--- config.mk ---
export PLATFORM = sky130hd
export DESIGN_NAME = uart_tx_queue
export DESIGN_NICKNAME = d
export VERILOG_FILES = /design/src/rtl/uart_pkg.sv /design/src/rtl/sync_ff2.sv /design/src/rtl/uart_tx_queue.sv
export SDC_FILE = /design/constraint.sdc
export NUM_CORES = 1
export LEC_CHECK = 0
export ABC_AREA = 1
export BUFFER_PORTS_ARGS = -buffer_cell sky130_fd_sc_hd__buf_2
export CORE_UTILIZATION = 40
export CTS_BUF_LIST = sky130_fd_sc_hd__clkbuf_16
export DETAILED_ROUTE_END_ITERATION = 10
export HOLD_SLACK_MARGIN = 0.15
export PLACE_DENSITY_LB_ADDON = 0.2
export SLEW_MARGIN = 20
export SYNTH_ARGS = -nofsm -noshare
export SYNTH_HDL_FRONTEND = slang
export SYNTH_SLANG_ARGS = --single-unit
export TNS_END_PERCENT = 20
--- constraint.sdc ---
create_clock -name sysclk -period 2.6 [get_ports sysclk]
set_clock_uncertainty 0.2 [all_clocks]
set_input_delay 0.39 -clock sysclk [delete_from_list [all_inputs] [get_ports sysclk]]
set_output_delay 0.39 -clock sysclk [all_outputs]
set_load 0.005 [all_outputs]
--- src/rtl/uart_pkg.sv ---
// Shared types and constants for the UART transmit queue.
// FSM state encoding, watchdog width and frame width.
package uart_pkg;

  localparam int UART_DATA_W = 8;
  localparam int TXQ_WDOG_W  = 16;

  typedef enum logic [2:0] {
    ST_IDLE = 3'd0,
    ST_LOAD = 3'd1,
    ST_TRIG = 3'd2,
    ST_BUSY = 3'd3,
    ST_GAP  = 3'd4
  } txq_state_e;

endpackage

--- src/rtl/sync_ff2.sv ---
// Generic 2-flop synchroniser with synchronous active-low reset.
// Ports: clk, rst_n, d (async input), q (synchronised output).
module sync_ff2 (
  input  logic clk,
  input  logic rst_n,
  input  logic d,
  output logic q
);

  logic meta_q, meta_d;
  logic sync_q, sync_d;

  always_comb begin
    meta_d = d;
    sync_d = meta_q;
  end

  always_ff @(posedge clk) begin
    if (!rst_n) begin
      meta_q <= 1'b0;
      sync_q <= 1'b0;
    end else begin
      meta_q <= meta_d;
      sync_q <= sync_d;
    end
  end

  assign q = sync_q;

endmodule

--- src/rtl/uart_tx_queue.sv ---
// Byte FIFO plus transmit sequencer feeding a UART sender.
// Ports: sysclk, reset (sync, active-low); wr_en/wr_data push side
// with full/empty/count; TX_DATA/trigger/enable to the sender;
// tx_state/tx_finish async status from the sender.
// Optional UART_TXQ_OVERFLOW_FLAG_EN adds ovf_clr in, overflow out.
module uart_tx_queue
  import uart_pkg::*;
#(
  parameter int DEPTH  = 8,
  parameter int ADDR_W = 3,
  parameter int DATA_W = UART_DATA_W
) (
  input  logic              sysclk,
  input  logic              reset,
  input  logic              wr_en,
  input  logic [DATA_W-1:0] wr_data,
  output logic              full,
  output logic              empty,
  output logic [ADDR_W:0]   count,
  output logic [DATA_W-1:0] TX_DATA,
  output logic              trigger,
  output logic              enable,
  input  logic              tx_state,
  input  logic              tx_finish
`ifdef UART_TXQ_OVERFLOW_FLAG_EN
  ,input  logic             ovf_clr
  ,output logic             overflow
`endif
);

  localparam logic [ADDR_W:0] DEPTH_C = DEPTH[ADDR_W:0];

  logic [DATA_W-1:0] mem_q [DEPTH];

  logic [ADDR_W-1:0] wr_ptr_q, wr_ptr_d;
  logic [ADDR_W-1:0] rd_ptr_q, rd_ptr_d;
  logic [ADDR_W:0]   count_q, count_d;
  logic              full_q, full_d;
  logic              empty_q, empty_d;
  logic [DATA_W-1:0] tx_data_q, tx_data_d;
  logic              trigger_q, trigger_d;
  logic              enable_q, enable_d;
  logic              fin_prev_q, fin_prev_d;
  logic [TXQ_WDOG_W-1:0] wdog_q, wdog_d;
  txq_state_e        state_q, state_d;

  logic busy_s, fin_s, fin_rise;
  logic push, pop;

  sync_ff2 u_sync_busy (
    .clk   (sysclk),
    .rst_n (reset),
    .d     (tx_state),
    .q     (busy_s)
  );

  sync_ff2 u_sync_fin (
    .clk   (sysclk),
    .rst_n (reset),
    .d     (tx_finish),
    .q     (fin_s)
  );

  assign fin_rise = fin_s & ~fin_prev_q;
  assign push     = wr_en & ~full_q;

  always_comb begin
    state_d   = state_q;
    tx_data_d = tx_data_q;
    wdog_d    = '0;
    pop       = 1'b0;
    unique case (state_q)
      ST_IDLE: begin
        if (!empty_q) state_d = ST_LOAD;
      end
      ST_LOAD: begin
        tx_data_d = mem_q[rd_ptr_q];
        pop       = 1'b1;
        state_d   = ST_TRIG;
      end
      ST_TRIG: begin
        wdog_d = wdog_q + 1'b1;
        if (busy_s) begin
          state_d = ST_BUSY;
        end else if (wdog_q == '1) begin
          // Sender never went busy: drop this byte.
          state_d = ST_IDLE;
        end
      end
      ST_BUSY: begin
        if (fin_rise) state_d = ST_GAP;
      end
      ST_GAP: begin
        state_d = empty_q ? ST_IDLE : ST_LOAD;
      end
      default: state_d = ST_IDLE;
    endcase
    // Outputs registered from next state: glitch-free to the sender.
    trigger_d  = (state_d == ST_TRIG);
    enable_d   = (state_d != ST_IDLE);
    fin_prev_d = fin_s;
  end

  always_comb begin
    wr_ptr_d = wr_ptr_q;
    rd_ptr_d = rd_ptr_q;
    count_d  = count_q;
    if (push) wr_ptr_d = wr_ptr_q + 1'b1;
    if (pop)  rd_ptr_d = rd_ptr_q + 1'b1;
    unique case ({push, pop})
      2'b10:   count_d = count_q + 1'b1;
      2'b01:   count_d = count_q - 1'b1;
      default: count_d = count_q;
    endcase
    full_d  = (count_d == DEPTH_C);
    empty_d = (count_d == '0);
  end

  always_ff @(posedge sysclk) begin
    if (push) mem_q[wr_ptr_q] <= wr_data;
  end

  always_ff @(posedge sysclk) begin
    if (!reset) begin
      wr_ptr_q   <= '0;
      rd_ptr_q   <= '0;
      count_q    <= '0;
      full_q     <= 1'b0;
      empty_q    <= 1'b1;
      tx_data_q  <= '0;
      trigger_q  <= 1'b0;
      enable_q   <= 1'b0;
      fin_prev_q <= 1'b0;
      wdog_q     <= '0;
      state_q    <= ST_IDLE;
    end else begin
      wr_ptr_q   <= wr_ptr_d;
      rd_ptr_q   <= rd_ptr_d;
      count_q    <= count_d;
      full_q     <= full_d;
      empty_q    <= empty_d;
      tx_data_q  <= tx_data_d;
      trigger_q  <= trigger_d;
      enable_q   <= enable_d;
      fin_prev_q <= fin_prev_d;
      wdog_q     <= wdog_d;
      state_q    <= state_d;
    end
  end

`ifdef UART_TXQ_OVERFLOW_FLAG_EN
  logic ovf_q, ovf_d;

  // Set wins over a same-cycle clear.
  always_comb begin
    ovf_d = ovf_q;
    if (ovf_clr)        ovf_d = 1'b0;
    if (wr_en && full_q) ovf_d = 1'b1;
  end

  always_ff @(posedge sysclk) begin
    if (!reset) ovf_q <= 1'b0;
    else        ovf_q <= ovf_d;
  end

  assign overflow = ovf_q;
`endif

  assign full    = full_q;
  assign empty   = empty_q;
  assign count   = count_q;
  assign TX_DATA = tx_data_q;
  assign trigger = trigger_q;
  assign enable  = enable_q;

endmodule

==> impl_results.md <==
* Critical path class: flop to flop
* Placed Cells at roughly 700
* Clock Sinks at 110
* Met2 Routed Length at approximately 4.6 mm
* First-pass GRT wire length at roughly 15 mm
* Hold slack at about 0.20 ns
* Hold Crit Class: primary input to flop
* Pleak at ~2.3 nW
* Final net count at 580
* Top FF cell, synth: edfxtp_1
* Vias in the first global route at a little over 3000
* Synthesized cell area at between 4000 and 5000 sq um
* Slowest cell on crit path: fa_1
* Core Box Area at 11420 sq um
* Synthesis-to-finish area growth at 14.99%
* Die H at around 110 um
* 1st-iter DRT viols at 143
* Routed Wire Length at between 9 and 10 mm
* Clock buffer count from CTS at 9
* Final Wtd Congestion at around 0.77
* CTS tree: built
* Final setup margin at about 0.34 ns
* #FFs+latches synth at 110
* Share of post-route cells with drive strength above 1 at 0.1221
* Root Driver: clkbuf_16
* Die X at approximately 110 um
* Number of post-CTS setup repair buffers at 0
* Post-Syn Nets at roughly 530
* Sequential element share of the synthesized area at 0.6083
* Final Hold Fails at 0
* Bufs on Longest Clock Path at 2
* H-tree Lvls at 3
* Count leader, synth: nand2_1
* Final instance area at approximately 5400 sq um
* Cts repair resizes at 0
* Residual DRC at 0
* Non-Filler Instances at roughly 700
* Overall power at 4.308 mW
* Post-synth top cells: 181 x nand2_1, 64 x edfxtp_1, 54 x inv_1
* Sequential cell area at approximately 2800 sq um
* Synth top area share at 0.4112
* Final setup violation count at 0
* Critical path required time at approximately 2.6 ns
* WL per Instance at ~14 um
* Fin util at 0.4706
* Port-buffer cells at 28
* Placement Setup Slack at 0.1411 ns
* Detailed-routing wirelength on met1 at approximately 4.3 mm
* Initial Utilization at 0.4093
* Clock transition at path regs at roughly 0.060 ns
* Row count at 39
* Worst-Margin Slew at approximately 0.58 ns
* Power Density at roughly 800 nW/um^2
* CP Launch Type: flop
* GR Util All Layers at 0.1722
* Synth cell types at 30
* 1st-pass router iterations at 4
* Top Metal Used: met4
* Slowest stage delay, CP at about 0.51 ns
* Synth async-reset ratio at 0
* Drt via density at approximately 4.8
* Antenna Cells at 0
* Die area at roughly 12000 sq um
* Clock period minus worst slack at 2.255 ns
* Post-route clock period utilization at 0.8674
* Mean post-synth cell area at about 9.1 sq um
* Status: finished, final reports clean
* Remaining global-route overflow at 0
* Synthesis warning total at 0
* Unrepaired setup endpoints after global routing: false
* Dpl hpwl at ~6.3 mm
* Critical path, cell by cell: nor2_1 > inv_1 > ha_1 > fa_1 > inv_1 > o21ai_0 > nor2_1 > nand2_1 > o21bai_1
* Antenna Nets Post-Route at 0
* WL met3 at just over 500 um
* Final Max Slew Viols at 0
* WP data arrival at roughly 2.3 ns
* Clock latency on the worst-skew pair at ~0.35 ns
* Top post-synthesis cells by area: edfxtp_1 41%, dfxtp_1 20%, nand2_1 15%, nand3_1 4.6%, inv_1 4.3%
* Multi-input gate area at around 1500 sq um
* I/O pin total at 29
* Synth area leader: edfxtp_1
* Initial antenna violation count at 0
* Worst slew margin at 0.6133
* Area after DPL at 4989 sq um
* Fmax at 443.4 MHz
* CTS Hold Bufs at 10
* Post-synth EDFFs at 64
* Synth Instances at approximately 510
* Setup TNS at 0 ns
* Via count at between 3000 and 4000
* Setup crit end kind: flop
* VDD IR max at 428.0 uV
* Max-cap violations at 0
* Largest net degree at the start of global routing at 35
* Max Fanout on Critical Path at 5
* Fillers at roughly 1100
[final cells by class]
type / count / area share
Inverter: 59 / 0.04168
Clock inverter: 7 / 0.01118
Multi-Input combinational cell: 326 / 0.2759
Tap cell: 143 / 0.03329
Timing Repair Buffer: 54 / 0.06705
Clock buffer: 9 / 0.04191
Sequential cell: 110 / 0.5290
[cells in the final DEF (no fill, tap or decap), types with 2 or more instances in the layout]
cell type	synthesis	final
a21oi_1	25	25
buf_2	5	28
buf_4	4	16
clkbuf_16	0	9
dfxtp_1	46	46
dlygate4sd3_1	0	10
edfxtp_1	64	64
ha_1	6	6
inv_1	54	57
inv_2	3	3
nand2_1	181	181
nand3_1	43	43
nand4_1	3	3
nor2_1	36	36
nor2_2	4	4
nor3_1	4	4
nor3_2	3	3
o21ai_0	8	8
or2_0	2	2
xnor2_1	2	2
xor2_1	3	3
[cells by family (layout without fill, tap and decap cells)]
kind of cell / count (synthesis) / in the layout / share of synthesized area
AO/OA/AOI/OAI: 36 / 36 / 0.03963
AND/OR/NAND/NOR: 277 / 277 / 0.2458
buffers and inverters: 76 / 129 / 0.07443
multiplexers: 1 / 1 / 0.002142
flip-flops: 110 / 110 / 0.6083
adder cells (fa/ha/maj): 7 / 7 / 0.02035
XOR/XNOR: 5 / 5 / 0.009373
[power by group]
group,internal (mW),total [mW],switching [mW]
sequential,1.97,2.06,0.0878
combinational,0.335,0.924,0.589
clock,0.736,1.33,0.589
[critical path, delay by kind of cell (launching register included)]
kind | cells | cell delay (ns)
AOI/OAI and AO/OA | 2 | 0.27
adders and majority gates | 2 | 0.81
buffers and inverters | 2 | 0.18
DFF | 1 | 0.31
and+or+nand+nor | 3 | 0.38
[per-layer routing]
metal,GRT usage,vias up
met5,0,-
met4,0.06767,0
met3,0.02822,9
met2,0.2786,69
met1,0.2315,1569
li1,-,1736
[flip-flops by register name, indices dropped and copies added (netlist names)]
register and cells:
mem_q 64, trigger 1, wdog_q 16, TX_DATA 8, rd_ptr_q 3, u_sync_fin.meta_q 1
enable 1, u_sync_busy.q 1, fin_prev_q 1, u_sync_fin.q 1, state_q 3, count 4
empty 1, full 1, u_sync_busy.meta_q 1, wr_ptr_q 3
[worst paths after layout]
check                                         from            end  slack, ns  depth (start not counted)
worst max-delay path                          full          empty       0.34                          9
worst max register to register                full          empty       0.34                          9
worst min register to register  u_sync_busy.meta_q  u_sync_busy.q       0.21                          2
worst min-delay path                         wr_en    wr_ptr_q[2]       0.20                          5
No activity file was read; power rests on OpenSTA's default activity.
